[src/rtl/snow_anim_sched.sv]
// Snow animation scheduler: divides clk into animation ticks, groups ticks into
// sequence steps and applies each step's frame change only on a vsync boundary.
module snow_anim_sched #(
    parameter int          TICK_DIV = 6000000,
    parameter int          HOLD     = 4,
    parameter int          SEQ_LEN  = 4,
    parameter logic [23:0] SEQ      = 24'h000088
) (
    input  logic       clk,
    input  logic       rst_n,
    input  logic       en,
    input  logic       pause,
    input  logic       restart,
    input  logic       vsync,
    output logic [2:0] frame_sel,
    output logic [2:0] step_idx,
    output logic       frame_upd,
    output logic       running,
    output logic       overrun,
    output logic [1:0] state_dbg
);

    localparam int          TW        = (TICK_DIV > 2) ? $clog2(TICK_DIV) : 1;
    localparam logic [TW-1:0] TICK_LAST = TW'(TICK_DIV - 1);
    localparam logic [3:0]  HOLD_LAST = 4'(HOLD - 1);
    localparam logic [2:0]  STEP_LAST = 3'(SEQ_LEN - 1);
    localparam logic [23:0] SEQ_V     = SEQ;
    localparam logic [2:0]  FRAME0    = SEQ_V[2:0];

    typedef enum logic [1:0] {
        ST_IDLE  = 2'd0,
        ST_RUN   = 2'd1,
        ST_PAUSE = 2'd2
    } state_t;

    state_t          state;
    logic [TW-1:0]   tick_cnt;
    logic [3:0]      hold_cnt;
    logic            pending;

    logic            tick;
    logic            step_req;
    logic [2:0]      step_nxt;
    logic [2:0]      frame_nxt;

    function automatic logic [2:0] seq_frame(input logic [2:0] s);
        logic [23:0] sh;
        sh = SEQ_V >> ({2'b00, s} * 5'd3);
        return sh[2:0];
    endfunction

    assign state_dbg = state;

    always_comb begin
        tick      = (tick_cnt == TICK_LAST);
        step_req  = tick && (hold_cnt == HOLD_LAST);
        step_nxt  = (step_idx == STEP_LAST) ? 3'd0 : step_idx + 3'd1;
        frame_nxt = seq_frame(step_nxt);
    end

    always_ff @(posedge clk) begin
        if (!rst_n) begin
            state     <= ST_IDLE;
            tick_cnt  <= '0;
            hold_cnt  <= '0;
            pending   <= 1'b0;
            step_idx  <= 3'd0;
            frame_sel <= FRAME0;
            frame_upd <= 1'b0;
            running   <= 1'b0;
            overrun   <= 1'b0;
        end else begin
            frame_upd <= 1'b0;
            if (!en) begin
                // Disable keeps the displayed frame so the snow does not jump.
                state    <= ST_IDLE;
                running  <= 1'b0;
                tick_cnt <= '0;
                hold_cnt <= '0;
                pending  <= 1'b0;
            end else if (restart && state != ST_IDLE) begin
                tick_cnt  <= '0;
                hold_cnt  <= '0;
                pending   <= 1'b0;
                step_idx  <= 3'd0;
                frame_sel <= FRAME0;
                frame_upd <= 1'b1;
            end else begin
                case (state)
                    ST_IDLE: begin
                        state   <= ST_RUN;
                        running <= 1'b1;
                    end
                    ST_RUN: begin
                        if (pause) begin
                            state   <= ST_PAUSE;
                            running <= 1'b0;
                        end else begin
                            tick_cnt <= tick ? '0 : tick_cnt + 1'b1;
                            if (tick)
                                hold_cnt <= (hold_cnt == HOLD_LAST) ? 4'd0 : hold_cnt + 4'd1;
                            // Frame changes only land on a vsync so a frame is never torn.
                            if (vsync && (pending || step_req)) begin
                                step_idx  <= step_nxt;
                                frame_sel <= frame_nxt;
                                pending   <= 1'b0;
                                frame_upd <= 1'b1;
                            end else if (step_req) begin
                                if (pending)
                                    overrun <= 1'b1;
                                pending <= 1'b1;
                            end
                        end
                    end
                    ST_PAUSE: begin
                        if (!pause) begin
                            state   <= ST_RUN;
                            running <= 1'b1;
                        end
                    end
                    default: begin
                        state   <= ST_IDLE;
                        running <= 1'b0;
                    end
                endcase
            end
        end
    end

endmodule

[config.mk]
export PLATFORM = sky130hd
export DESIGN_NAME = snow_anim_sched
export DESIGN_NICKNAME = d
export VERILOG_FILES = /design/src/rtl/snow_anim_sched.sv
export SDC_FILE = /design/constraint.sdc
export NUM_CORES = 1
export LEC_CHECK = 0
export BUFFER_PORTS_ARGS = -buffer_cell sky130_fd_sc_hd__buf_2
export CAP_MARGIN = 20
export CELL_PAD_IN_SITES_DETAIL_PLACEMENT = 1
export CELL_PAD_IN_SITES_GLOBAL_PLACEMENT = 2
export CORE_MARGIN = 5
export CORE_UTILIZATION = 36
export CTS_CLUSTER_DIAMETER = 80
export CTS_CLUSTER_SIZE = 14
export DETAILED_ROUTE_END_ITERATION = 8
export PLACE_DENSITY_LB_ADDON = 0.1
export SETUP_SLACK_MARGIN = 0.02
export SLEW_MARGIN = 20
export SYNTH_ARGS = -nofsm -noshare
export SYNTH_HDL_FRONTEND = slang
export SYNTH_SLANG_ARGS = --single-unit
[constraint.sdc]
create_clock -name clk -period 2.6 [get_ports clk]
set_input_delay 0.52 -clock clk [delete_from_list [all_inputs] [get_ports clk]]
set_output_delay 0.52 -clock clk [all_outputs]
set_load 0.02 [all_outputs]
==> summary.md <==
| Metric | Value |
|---|---|
| Worst r2r dst | hold_cnt[2] |
| CTS sink count | 37 |
| R2R depth | 5 |
| Highest Clock Rate | 498 MHz |
| Vias in the first global route | around 1500 |
| DRT Pass-1 Iters | 4 |
| # rows | 26 |
| # IOs | 17 |
| Hold slack final | around 0.46 ns |
| Sw frac | 0.225 |
| Hold Path Sink | frame_sel[1] |
| Setup Skew | 0.0100 ns |
| Synth Area in Simple Gates | 0.329 |
| Top cells by count, synth | 37 x dfxtp_1, 26 x nor2_1, 24 x nand2_1 |
| Worst slew pin tran | 0.516 ns |
| Core area | just over 0.005 mm² |
| Sequential share of power | 0.557 |
| DR iter-0 viols | 23 |
| Clock Path Buffers | 2 |
| Required time of the critical path | approximately 2.8 ns |
| Synth top area share | 0.404 |
| Hold Crit Depth | 2 |
| Residual DRC count | 0 |
| Clock power frac | 0.391 |
| Worst-Skew Late Latency | around 0.29 ns |
| Number of synthesized flops with an enable pin | 0 |
| Die Ht | between 80 and 90 µm |
| Final instance area | between 0.002 and 0.0025 mm² |
| # setup viols final | 0 |
| Leak pwr | 0.793 nW |
| Adder-Cell Fraction of Synth Area | 0.0341 |
| Final hold vios | 0 |
| Synth warnings | 0 |
| Crit end category | flip-flop |
| Synth Area in XOR/XNOR | 0.0955 |
| Dominant synthesized flop cell | dfxtp_1 |
| Starting Density | 0.364 |
| CP max FO | 10 |
| Final WL | between 4 and 5 mm |
| IO buf count | 15 |
| Slew Limit Fails | 0 |
| Die W | 81.4 µm |
| Final TNS setup | 0 ns |
| CTS Buf Count | 5 |
| Yosys reg bits | 37 |
| Compound-Gate Fraction of Synth Area | 0.0764 |
| Top cells by area, synth | dfxtp_1 40%, xor2_1 9.1%, nor2_1 5.3% |
| # diodes | 0 |
| Most frequent cell after synthesis | dfxtp_1 |
| Gate power share | 0.051 |
| Cts repair resizes | 0 |
| Maxcap violations | 0 |
| Root buffer cell | clkbuf_8 |
| Mapped Cells | between 200 and 250 |
| P_sw | 0.000231 W |
| Status | complete, no violations |
| Synth cell types | 44 |
| CTS H-tree depth | 2 |
| CTS clk-pin slew, worst paths | 0.08 ns |
| Fin crit share | 0.772 |
| DP Area | about 0.002 mm² |
| Internal power | 0.000798 W |
| Vias/cell | 5.15 |
| GP Congestion | between 0.8 and 0.9 |
| Post-detailed-route count of antenna-violating nets | 0 |
| Vias after detailed routing | ~1500 |
| Crit path kind | flip-flop to flip-flop |
| RR Startpoint | state_dbg[0] |
| Startpoint types | flip-flop |
| CTS tree | built |
| Wire length per cell | between 10 and 15 µm |
| Main combinational cell family by area after synthesis | simple AND/OR/NAND/NOR gates |
| Final min period | 2.01 ns |
| HP Start | frame_sel[1] |
| Post-synthesis mux area share | 0.0273 |
| Register area share after synthesis | 0.404 |
| Synth Cell Area | 0.00183 mm² |
| Post-synth top area cell | dfxtp_1 |
| P per Cell Area | 499 mW/mm² |
| Worst rel slew slack | 0.656 |
| Slack of the critical path | 0.593 ns |
| Crit path arrival time | ~2.2 ns |
| Setup bufs post-CTS | 0 |
| Synthesized area per cell | just under 9 µm² |
| Flop-to-flop setup slack | about 0.59 ns |
| First-pass GRT wire length | 6.79 mm |
| Area added between synthesis and finish | 12.4% |
| Ys async rst share | 0 |
| Min-delay worst type | flip-flop to flip-flop |
| GRT overflow | 0 |
| Layout cells sized above 1 | 0.154 |
| All-Layer GR Usage | 0.134 |
| Post-DP HPWL | ~3.1 mm |
| Post-Place Worst Slack | between 0.4 and 0.5 ns |
| Final Net Count | about 240 |
| Hold buffer count at CTS | 0 |
| Largest net degree at the start of global routing | 18 |
| Unrepaired setup endpoints after global routing | false |
| Syn_nets | ~220 |
| Worst vdd ir | 0.258 mV |
| Initial antenna violation count | 0 |
| Die area | between 0.006 and 0.007 mm² |
-- worst max-delay path by stage --
stage | start | end | slack (ns) | cells after the start
final | state_dbg[0] | hold_cnt[2] | 0.59 | 5
after global routing | state_dbg[0] | hold_cnt[2] | 0.41 | 5
after CTS | state_dbg[0] | hold_cnt[2] | 0.56 | 5
after detailed placement | pause | hold_cnt[2] | 0.43 | 6
after global placement | pause | hold_cnt[2] | 0.47 | 6
after floorplan | state_dbg[0] | tick_cnt[12] | 0.64 | 7
-- logic make-up after synthesis --
group / after synthesis
compound gates: 23
xor+xnor: 20
fa+ha+maj: 5
buf+inv: 11
flops: 37
mux: 5
other cells: 1
simple gates: 108
-- per-layer routing --
metal	routed length [µm]	up-vias	GRT usage	part of all wire
li1	-	772	-	-
met1	1890	740	0.155	0.47
met2	1960	17	0.230	0.48
met3	149	5	0.0410	0.037
met4	53	0	0.0524	0.013
met5	0	-	0	0
-- registers in the layout, indices dropped and copies added (netlist names) --
name,cells
state_dbg,2
frame_sel,2
step_idx,3
pending,1
tick_cnt,23
overrun,1
frame_upd,1
hold_cnt,4
-- through the flow --
stage / power, W / cells / utilization
5_1_grt: 0.00108 / 298 / 0.409
3_5_place_dp: 0.000640 / 291 / 0.392
2_1_floorplan: 0.000624 / 210 / -
6_report: 0.00103 / 298 / 0.409
4_1_cts: 0.00105 / 298 / 0.409
3_3_place_gp: 0.000640 / 291 / 0.392
-- power by group through the flow --
stage	Combinational, W	Sequential [W]	Clock [W]
floorplan	0.0000346	0.000589	0
global route	0.0000592	0.000574	0.000445
finish	0.0000529	0.000573	0.000403
CTS	0.0000538	0.000573	0.000420
detailed placement	0.0000537	0.000587	0
global placement	0.0000534	0.000586	0
-- area by class of cell --
type | count | area, µm²
Clock buffer | 7 | 86.3
Fill cell | 622 | 2980
Inverter | 4 | 15.0
Multi-Input combinational cell | 162 | 1030
Sequential cell | 37 | 741
Tap cell | 70 | 87.6
Timing Repair Buffer | 18 | 97.6
-- worst max-delay path, stage by stage (launching register included) --
cell and delay, ns:
dfxtp_1 0.48, or3b_4 0.48, nor2_8 0.21, nand3_4 0.14, or4b_1 0.49, a21oi_1 0.14
-- cell usage in the layout (no fill, tap or decap), types with 2 or more instances in the layout --
| cell type | n |
|---|---|
| mux2i_1 | 5 |
| nor2_1 | 26 |
| xor2_1 | 19 |
| nor4_1 | 2 |
| a31oi_1 | 2 |
| o21ai_0 | 5 |
| inv_1 | 4 |
| nand3_1 | 16 |
| nor3_1 | 3 |
| nand4_1 | 9 |
| buf_4 | 3 |
| a211oi_1 | 2 |
| dfxtp_1 | 37 |
| a21oi_1 | 10 |
| nand3b_1 | 2 |
| and3_1 | 8 |
| ha_1 | 5 |
| clkbuf_8 | 6 |
| buf_2 | 15 |
| nand2_1 | 24 |
| or3_1 | 2 |
No activity file was read; power rests on OpenSTA's default activity.
